### config.mk
export PLATFORM = sky130hd
export DESIGN_NAME = imem_stream_loader_flat
export DESIGN_NICKNAME = d
export VERILOG_FILES = /design/src/rtl/imem_stream_loader_if.sv /design/src/rtl/imem_stream_loader.sv /design/src/flat_wrapper.sv
export SDC_FILE = /design/constraint.sdc
export NUM_CORES = 1
export LEC_CHECK = 0
export ABC_AREA = 1
export CORE_MARGIN = 3
export CORE_UTILIZATION = 60
export CTS_CLUSTER_DIAMETER = 200
export DETAILED_ROUTE_END_ITERATION = 8
export DONT_BUFFER_PORTS = 1
export PLACE_DENSITY = 0.76
export SYNTH_ARGS = -nofsm -noshare
export SYNTH_HDL_FRONTEND = slang
export SYNTH_SLANG_ARGS = --single-unit
### constraint.sdc
create_clock -name clk -period 2.2 [get_ports clk]
set_input_delay 0.44 -clock clk [delete_from_list [all_inputs] [get_ports clk]]
set_output_delay 0.44 -clock clk [all_outputs]
set_load 0.02 [all_outputs]
### src/rtl/imem_stream_loader_if.sv
// ----------------------------------------------------------------------------
// imem_stream_loader_if
//   Bundles the byte-stream handshake and the instruction-memory write bus of
//   the program loader.
//   slave  : loader side   (consumes bytes, drives the memory write port)
//   master : environment   (produces bytes, observes the memory write port)
//   Signals:
//     in_valid / in_data / in_ready : byte stream, accepted when valid & ready
//     imem_we / imem_addr / imem_wdata : one-cycle instruction-memory write
// ----------------------------------------------------------------------------
interface imem_stream_loader_if #(
    parameter int ADDR_W  = 8,
    parameter int INSTR_W = 19
);
    logic               in_valid;
    logic [7:0]         in_data;
    logic               in_ready;
    logic               imem_we;
    logic [ADDR_W-1:0]  imem_addr;
    logic [INSTR_W-1:0] imem_wdata;

    modport slave (
        input  in_valid, in_data,
        output in_ready, imem_we, imem_addr, imem_wdata
    );

    modport master (
        output in_valid, in_data,
        input  in_ready, imem_we, imem_addr, imem_wdata
    );
endinterface

### src/rtl/imem_stream_loader.sv
// ----------------------------------------------------------------------------
// imem_stream_loader
//   Loads a program image into the instruction memory of the 19-bit core.
//   Stream: 16-bit big-endian word count N, then N words of 3 bytes each
//   (word = {b0[2:0], b1, b2}, b0[7:3] must be zero). Word k goes to
//   address k. The core is held in reset (cpu_hold) until the load is done.
//
//   Optional build macro IMEM_LOADER_CHECKSUM_EN: after the last word one
//   trailer byte is expected that equals the XOR of all payload bytes.
//
//   Ports:
//     clk      : clock, rising edge
//     rst      : asynchronous reset, active low
//     start    : pulse, re-arms the loader from DONE or ERR
//     bus      : imem_stream_loader_if.slave (byte stream + imem write port)
//     cpu_hold : 1 = keep the core in reset
//     done     : load completed (level)
//     error    : load aborted (level)
// ----------------------------------------------------------------------------
module imem_stream_loader #(
    parameter int ADDR_W  = 8,
    parameter int INSTR_W = 19
) (
    input  logic                clk,
    input  logic                rst,
    input  logic                start,
    imem_stream_loader_if.slave bus,
    output logic                cpu_hold,
    output logic                done,
    output logic                error
);

    localparam logic [16:0] DEPTH = 17'(1) << ADDR_W;

    typedef enum logic [3:0] {
        S_HDR_HI,
        S_HDR_LO,
        S_B0,
        S_B1,
        S_B2,
        S_WR,
`ifdef IMEM_LOADER_CHECKSUM_EN
        S_CHK,
`endif
        S_DONE,
        S_ERR
    } state_t;

    state_t             state_q, state_d;
    logic [15:0]        n_q;
    logic [ADDR_W:0]    idx_q;      // one extra bit so N = 2**ADDR_W is reachable
    logic [2:0]         b0_q;
    logic [7:0]         b1_q;
    logic [ADDR_W-1:0]  addr_q;
    logic [INSTR_W-1:0] wdata_q;
    logic               accept;
    logic               restart;
    logic [15:0]        n_full;
    logic               last_word;
    // After the last word (or an empty image) the next step is DONE, or the
    // checksum trailer when that feature is built in.
    state_t             end_state;

`ifdef IMEM_LOADER_CHECKSUM_EN
    logic [7:0]         csum_q;
    assign end_state = S_CHK;
`else
    assign end_state = S_DONE;
`endif

    assign accept    = bus.in_valid && bus.in_ready;
    assign restart   = start && (state_q == S_DONE || state_q == S_ERR);
    assign n_full    = {n_q[15:8], bus.in_data};
    assign last_word = (17'(idx_q) + 17'd1) == {1'b0, n_q};

    // ---------------- state register ----------------
    always_ff @(posedge clk or negedge rst) begin
        if (!rst) state_q <= S_HDR_HI;
        else      state_q <= state_d;
    end

    // ---------------- next-state logic ----------------
    always_comb begin
        state_d = state_q;
        case (state_q)
            S_HDR_HI: if (accept) state_d = S_HDR_LO;
            S_HDR_LO: if (accept) begin
                if (n_full == 16'd0)                state_d = end_state;
                else if ({1'b0, n_full} > DEPTH)    state_d = S_ERR;
                else                                state_d = S_B0;
            end
            S_B0:     if (accept) state_d = (bus.in_data[7:3] != 5'd0) ? S_ERR : S_B1;
            S_B1:     if (accept) state_d = S_B2;
            S_B2:     if (accept) state_d = S_WR;
            S_WR:     state_d = last_word ? end_state : S_B0;
`ifdef IMEM_LOADER_CHECKSUM_EN
            S_CHK:    if (accept) state_d = (bus.in_data == csum_q) ? S_DONE : S_ERR;
`endif
            S_DONE:   if (start) state_d = S_HDR_HI;
            S_ERR:    if (start) state_d = S_HDR_HI;
            default:  state_d = S_HDR_HI;
        endcase
    end

    // ---------------- outputs ----------------
    always_comb begin
        bus.in_ready = 1'b0;
        bus.imem_we  = 1'b0;
        cpu_hold     = 1'b1;
        done         = 1'b0;
        error        = 1'b0;
        case (state_q)
            S_HDR_HI, S_HDR_LO, S_B0, S_B1, S_B2: bus.in_ready = 1'b1;
`ifdef IMEM_LOADER_CHECKSUM_EN
            S_CHK:  bus.in_ready = 1'b1;
`endif
            S_WR:   bus.imem_we  = 1'b1;
            S_DONE: begin cpu_hold = 1'b0; done = 1'b1; end
            S_ERR:  error        = 1'b1;
            default: ;
        endcase
        // Reset state is HDR_HI; keep the stream stalled while reset is held.
        if (!rst) bus.in_ready = 1'b0;
    end

    assign bus.imem_addr  = addr_q;
    assign bus.imem_wdata = wdata_q;

    // ---------------- datapath ----------------
    // Address and data are captured with the third byte so they are stable
    // during WR and simply hold afterwards.
    always_ff @(posedge clk or negedge rst) begin
        if (!rst) begin
            n_q     <= '0;
            idx_q   <= '0;
            b0_q    <= '0;
            b1_q    <= '0;
            addr_q  <= '0;
            wdata_q <= '0;
        end else if (restart) begin
            n_q     <= '0;
            idx_q   <= '0;
        end else begin
            if (accept) begin
                case (state_q)
                    S_HDR_HI: n_q[15:8] <= bus.in_data;
                    S_HDR_LO: n_q[7:0]  <= bus.in_data;
                    S_B0:     b0_q      <= bus.in_data[2:0];
                    S_B1:     b1_q      <= bus.in_data;
                    S_B2: begin
                        addr_q  <= idx_q[ADDR_W-1:0];
                        wdata_q <= {b0_q, b1_q, bus.in_data};
                    end
                    default: ;
                endcase
            end
            if (state_q == S_WR) idx_q <= idx_q + 1'b1;
        end
    end

`ifdef IMEM_LOADER_CHECKSUM_EN
    always_ff @(posedge clk or negedge rst) begin
        if (!rst)         csum_q <= '0;
        else if (restart) csum_q <= '0;
        else if (accept && (state_q == S_B0 || state_q == S_B1 || state_q == S_B2))
            csum_q <= csum_q ^ bus.in_data;
    end
`endif

endmodule

### src/flat_wrapper.sv
// flat-port wrapper written by rule: the top's interface ports become plain ports
module imem_stream_loader_flat 
#(
    parameter int ADDR_W  = 8,
    parameter int INSTR_W = 19
)
  (clk, rst, start, cpu_hold, done, error, bus_in_valid, bus_in_data, bus_in_ready, bus_imem_we, bus_imem_addr, bus_imem_wdata);
  imem_stream_loader_if #(.ADDR_W(ADDR_W), .INSTR_W(INSTR_W)) bus_i ();
  input  logic clk;
  input  logic rst;
  input  logic start;
  output logic cpu_hold;
  output logic done;
  output logic error;
  input wire logic [$bits(bus_i.in_valid)-1:0] bus_in_valid;
  input wire logic [$bits(bus_i.in_data)-1:0] bus_in_data;
  output wire logic [$bits(bus_i.in_ready)-1:0] bus_in_ready;
  output wire logic [$bits(bus_i.imem_we)-1:0] bus_imem_we;
  output wire logic [$bits(bus_i.imem_addr)-1:0] bus_imem_addr;
  output wire logic [$bits(bus_i.imem_wdata)-1:0] bus_imem_wdata;
  assign bus_i.in_valid = bus_in_valid;
  assign bus_i.in_data = bus_in_data;
  assign bus_in_ready = bus_i.in_ready;
  assign bus_imem_we = bus_i.imem_we;
  assign bus_imem_addr = bus_i.imem_addr;
  assign bus_imem_wdata = bus_i.imem_wdata;
  imem_stream_loader #(.ADDR_W(ADDR_W), .INSTR_W(INSTR_W)) u_core (.clk(clk), .rst(rst), .start(start), .bus(bus_i), .cpu_hold(cpu_hold), .done(done), .error(error));
endmodule
==> metrics.yaml, run 1 <==
ant_nets: 0
synthToLayoutAreaGrowth_pct: 9.34
dpl.hpwl_mm: 4.60
synth_cells: 370
synth.distinct_cells: 29
drtPass1Iterations: 4
grt_pass1_vias: 2378
ys.flop_type: "dfrtp_1"
crit_path_start_kind: "flip-flop"
fill_cells: 388
die-height_um: 78.6
clock_skew_ps: 9.55
root_buffer: "clkbuf_8"
ys_seq_elements: 66
outcome: "finished clean"
synth_area_per_cell_um2: 8.54
drc: 0
drive_above_1_share_pct: 11.6
fin_crit_sh_pct: 93.1
synth_top_family_by_area: "simple AND/OR/NAND/NOR gates"
grt_max_degree: 67
dp_slack_ps: 268
die_w_um: 78.6
numCtsBuffers: 9
numPortBuffers: 0
synth_fa_ha_area_share_pct: 0.396
p_leak_nw: 1.76
power.density_nw_per_um2: 1440
synth_edf_count: 0
max-slew-margin-rel_pct: 69.4
vdd_ir_drop_max_mv: 0.769
cts.clk_slew.worst_paths_ps: 70
worst_pin_slew_ps: 459
gp_congestion: 0.872
synth_top_area_share_pct: 52.3
ys.warnings.count: 0
grt_use_total_pct: 23.9
fin_tns_setup_ps: 0
yosys.area.top_type: "dfrtp_1"
num_vias: 2427
clkLatencyLatePin_ps: 340
design_area_um2: 3460
setup_viol_count_final: 0
cts_tree: "yes"
clockBufferDepth: 2
numClockSinks: 66
n_antenna_cell: 0
nets: 388
vias_per_cell: 5.43
final_cells: 447
power_mw: 4.97
async_reset_ff_share_pct: 100
totalWireLength_mm: 6.54
syn_nets: 383
pin_count: 44
num_rows: 25
timing.final.ws_setup_ps: 152
synth_xor_xnor_area_share_pct: 0.277
period_needed_ps: 2050
netlist_area_um2: 3160
drv_cap: 0
wl_per_cell_um: 14.6
cp.required_ps: 1760
h-tree-depth: 3
coreArea_um2: 4910
hold_viol: 0
antenna_found_initial: 0
worst_ep_arrival_time_ps: 1610
critical_path.max_fanout: 7
hp-class: "in -> reg"
synthTopCellsByArea: "dfrtp_1, nand2_1, o21ai_0"
synth_compound_area_share_pct: 10.3
synth_commonest_cells: "nand2_1, dfrtp_1, inv_1"
placedCellCount: 429
dpl_cell_area_um2: 3200
critPathKind: "reg -> out"
rsz0062_at_grt: "no"
synth-simple-area-share_pct: 22.0
fp.dieArea_um2: 6170
end_kind: "output port"
grt_pass1_wl_mm: 11.2
yosysMostFrequentCell: "nand2_1"
ys_seq_area_share_pct: 52.3
grt.overflow.total: 0
start_util_pct: 64.4
dr.first_iter.drc_count: 184
fmaxAchievable_mhz: 488
synthMuxAreaShare_pct: 6.29
finalMaxSlewViolations: 0
[critical path: stages (launching register included)]
cell and delay (ps):
dfrtp_1 500, buf_4 190, nand3_1 210, inv_1 360
[worst paths after layout]
path / from / endpoint / slack [ps] / depth (start not counted)
max in group asynchronous: rst / u_core.n_q[3] / 1300 / 2
worst min register to register: u_core.b0_q[0] / u_core.b0_q[0] / 490 / 2
worst min-delay path: bus_in_data[3] / u_core.bus.imem_wdata[3] / 250 / 2
min in group asynchronous: rst / u_core.bus.imem_wdata[10] / 640 / 2
worst max register to register: u_core.state_q[0] / u_core.bus.imem_wdata[10] / 230 / 7
worst max-delay path: u_core.state_q[2] / bus_imem_we / 150 / 3
[routing by layer]
| metal | wire, um | GRT usage [%] |
|---|---|---|
| met1 | 3120 | 32.0 |
| met2 | 2840 | 35.3 |
| met3 | 444 | 8.26 |
| met4 | 129 | 9.97 |
| met5 | 0 | 0 |
[registers in the layout, indices dropped and copies added (netlist names)]
name	count
u_core.bus.imem_wdata	19
u_core.n_q	16
u_core.idx_q	9
u_core.b1_q	8
u_core.bus.imem_addr	8
u_core.b0_q	3
u_core.state_q	3
[metrics by stage]
step	utilization, %	hold WS [ps]
floorplan	-	144
global placement	65.1	146
detailed placement	65.1	146
CTS	70.3	241
global route	70.4	258
finish	70.4	253
[cell usage in the layout, fill, tap and decap left out, types with 2 or more instances in the layout]
master      synthesis  layout
nand2_2             3       3
mux2_4              8       8
nor2_1             23      22
clkbuf_8            0      10
nand4_1             5       5
inv_1              50      50
nand2_1           100     100
mux2_2              7       7
o21ai_0            49      49
clkbuf_1            3       2
o22ai_1             5       5
bufinv_16           0       2
clkinvlp_4          0       2
nand3_1            29      29
dfrtp_1            66      66
buf_4               3       3
[logic make-up (layout without fill, tap and decap cells)]
logic type      count (synthesis)  after routing
buf+inv                        63             73
flops                          66             66
compound gates                 60             60
xor+xnor                        1              1
simple gates                  164            164
mux                            15             15
fa+ha+maj                       1              1
[final cells by class]
cell class                      instances  area [um2]  area share [%]
Clock buffer                           12         145            4.20
Clock inverter                          4        75.1            2.17
Inverter                               52         196            5.68
Multi-Input combinational cell        241        1240            36.0
Sequential cell                        66        1650            47.8
Tap cell                               67        83.8            2.43
Timing Repair Buffer                    5        60.1            1.74
[timing repair]
| action | in CTS | in global routing |
|---|---|---|
| endpoints found under the hold margin | 66 | 0 |
| setup endpoints to repair | 0 | 1 |
| gates resized for setup | 0 | 1 |
| buffers inserted | 0 | 0 |
| hold buffers | 2 | 0 |
[power by group]
| group | internal [mW] | switching (mW) |
|---|---|---|
| Clock | 0.670 | 0.462 |
| Combinational | 0.577 | 0.861 |
| Sequential | 1.73 | 0.665 |
| Total | 2.98 | 1.99 |
Power figures use the tool's default switching activity.
==> run 2: changes to the inputs <==
--- a/config.mk
+++ b/config.mk
@@ -5,13 +5,12 @@
 export SDC_FILE = /design/constraint.sdc
 export NUM_CORES = 1
 export LEC_CHECK = 0
-export ABC_AREA = 1
 export CORE_MARGIN = 3
-export CORE_UTILIZATION = 60
+export CORE_UTILIZATION = 63
 export CTS_CLUSTER_DIAMETER = 200
 export DETAILED_ROUTE_END_ITERATION = 8
 export DONT_BUFFER_PORTS = 1
-export PLACE_DENSITY = 0.76
+export PLACE_DENSITY = 0.79
 export SYNTH_ARGS = -nofsm -noshare
 export SYNTH_HDL_FRONTEND = slang
 export SYNTH_SLANG_ARGS = --single-unit
==> run 2 against run 1 <==
  * Sequential share of layout area is 0.41 points lower
  * Die area is 5.1% lower
  * Register-to-register slack better by 90 ps
  * Power is 3.8% lower
  * Worst setup slack worse by 31 ps
  * Synthesized area is 0.75% lower
  * Worst hold slack worse by 18 ps
  * Count of clock-buffer cells in the layout is 1 lower
  * Clock skew is 4.5 ps lower
  * Critical path depth is 1 higher
  * Via count is 7.9% lower
  * Final area is 0.87% higher
  * Critical endpoint unchanged
  * Highest routed layer unchanged
==> metrics.yaml, run 2 <==
root_buffer: "clkbuf_8"
design_area_um2: 3490  # +0.87%
drc: 0  # unchanged
hold_viol: 0  # unchanged
synth_cells: 285  # -23%
vdd_ir_drop_max_mv: 0.863  # +12%
power_mw: 4.78  # -3.8%
rsz0062_at_grt: "no"
pin_count: 44  # unchanged
worst_ep_arrival_time_ps: 1640  # +30 ps
ys.warnings.count: 0  # unchanged
netlist_area_um2: 3140  # -0.75%
outcome: "finished clean"
critical_path.max_fanout: 11  # +4
mostFrequentLayoutCells: "dfrtp_1, mux2_2, nor2_1"
critPathKind: "reg -> out"
fmaxAchievable_mhz: 481  # -1.5%
ys_seq_elements: 66  # unchanged
synthToLayoutAreaGrowth_pct: 11.1
power_frac_comb_pct: 25.6  # -3.4 points
worst_pin_slew_ps: 520  # +61.2 ps
drive_above_1_share_pct: 23.6  # +12 points
n_antenna_cell: 0  # unchanged
ant_nets: 0  # unchanged
grt_use_total_pct: 23.6  # -0.26 points
p_seq_share_pct: 50.3  # +2.0 points
crit_path_start_kind: "flip-flop"
power.density_nw_per_um2: 1370  # -4.6%
synth_commonest_cells: "dfrtp_1, mux2_2, nor2_1"
fp.dieArea_um2: 5860  # -5.1%
dr.first_iter.drc_count: 222  # +21%
hold_slack_ps: 235  # -18.5 ps
drtPass1Iterations: 6  # +2
synth_top_area_share_pct: 52.7  # +0.40 points
fill_cells: 342  # -12%
worstRegToRegCells: 6  # -1
p_leak_nw: 1.57  # -11%
gp_congestion: 0.925  # +6.1%
wl_per_cell_um: 18.1  # +24%
fin_tns_setup_ps: 0  # unchanged
finalMaxSlewViolations: 0  # unchanged
async_reset_ff_share_pct: 100  # unchanged
final_common_cell: "dfrtp_1"
yosys.area.top_type: "dfrtp_1"
numPortBuffers: 0  # unchanged
dpl.hpwl_mm: 4.36  # -5.1%
placedCellCount: 346  # -19%
hp-class: "in -> reg"
numClockSinks: 66  # unchanged
yosysMostFrequentCell: "dfrtp_1"
largest_register_ffs: 19  # unchanged
hold_depth: 2  # unchanged
p_int_mw: 3.02  # +1.6%
cp.required_ps: 1760  # about the same
nets: 305  # -21%
synthTopCellsByArea: "dfrtp_1, mux2_2, nor2_1"
period_needed_ps: 2080  # +31.1 ps
timing.final.ws_setup_ps: 121  # -31.1 ps
p_sw_mw: 1.75  # -12%
dpl_cell_area_um2: 3220  # +0.82%
synth_area_per_cell_um2: 11.0  # +29%
numCtsBuffers: 9  # unchanged
num_vias: 2236  # -7.9%
grt_pass1_vias: 2147  # -9.7%
syn_nets: 298  # -22%
p_sw_share_pct: 36.7  # -3.3 points
vias_per_cell: 6.16  # +13%
num_rows: 25  # unchanged
ys.flop_type: "dfrtp_1"
ys_seq_area_share_pct: 52.7  # +0.40 points
post-route-util_pct: 73.3  # +2.9 points
grt_pass1_wl_mm: 10.8  # -4.1%
clkLatencyLatePin_ps: 340  # about the same
die-height_um: 76.6  # -2.6%
totalWireLength_mm: 6.58  # +0.70%
antenna_found_initial: 0  # unchanged
end_kind: "output port"
clockPowerShare_pct: 24.1  # +1.3 points
final_cells: 363  # -19%
h-tree-depth: 3  # unchanged
fin_crit_sh_pct: 94.5  # +1.4 points
clockBufferDepth: 2  # unchanged
dp_slack_ps: 321  # +52.8 ps
cts_tree: "yes"
grt.overflow.total: 0  # unchanged
coreArea_um2: 4750  # -3.2%
die_w_um: 76.6  # -2.6%
setup_viol_count_final: 0  # unchanged
synth_edf_count: 0  # unchanged
max-slew-margin-rel_pct: 65.2  # -4.2 points
grt_max_degree: 67  # unchanged
cts.clk_slew.worst_paths_ps: 70  # about the same
synth.distinct_cells: 49  # +69%
start_util_pct: 66.0  # +1.6 points
drv_cap: 0  # unchanged
clock_skew_ps: 5.01  # -4.54 ps
run 2: cell count changes in the layout (fill, tap and decap cells not counted), sizes merged, moves of 11 or more:
cell,before,now
o21ai,51,16
inv,51,6
a21oi,2,13
nand3,30,16
mux2,15,36
nand2,104,19
run 2: per-layer routing:
layer | part of all wire [%] | track usage (%) | vias up | wire, um
met5 | 0 | 0 | - | 0
met2 | 49 | 37.8 | 73 | 3210
met4 | 1.9 | 10.7 | 0 | 124
met1 | 42 | 29.6 | 1109 | 2770
met3 | 7.2 | 7.09 | 11 | 472
li1 | - | - | 1043 | -
run 2: critical path, stage by stage, from the launching register on:
cell	delay, ps
dfrtp_1	500
nand2b_1	260
or2_1	270
inv_2	80
buf_4	190
run 2: worst paths after layout:
check | from | endpoint | slack [ps]
worst max-delay path | u_core.state_q[1] | bus_imem_we | 120
worst min-delay path | bus_in_data[6] | u_core.n_q[14] | 230
worst max register to register | u_core.idx_q[0] | u_core.state_q[2] | 320
worst min register to register | u_core.b1_q[6] | u_core.b1_q[6] | 500
max in group asynchronous | rst | u_core.n_q[9] | 1300
min in group asynchronous | rst | u_core.idx_q[8] | 650
run 2: kinds of logic after synthesis:
logic type | share of synthesized area (%)
buffers and inverters | 3.07
XOR/XNOR | 2.23
adder cells (fa/ha/maj) | 0.399
flip-flops | 52.7
AO/OA/AOI/OAI | 11.1
multiplexers | 15.5
AND/OR/NAND/NOR | 15.0
run 2: power groups by stage:
stage	logic, mW	clock network, mW	registers [mW]
after global routing	1.38	1.21	2.46
final	1.22	1.15	2.40
after detailed placement	1.19	0	2.41
after global placement	1.15	0	2.40
after CTS	1.23	1.16	2.41
after floorplan	1.08	0	2.22
run 2: cell type report:
cell class,instances,area (um2),share of cell area [%]
tap,67,83.8,2.40
clock buffer,11,151,4.34
sequential,66,1650,47.4
multi-input combinational,197,1390,39.8
clock inverter,4,75.1,2.15
timing repair buffer,12,113,3.23
inverter,6,22.5,0.646
run 2: timing repair:
| item | 4_1_cts | 5_1_grt |
|---|---|---|
| endpoints found under the hold margin | 66 | 0 |
| setup buffers | 0 | 0 |
| hold buffers | 2 | 0 |
| gates resized for setup | 0 | 0 |
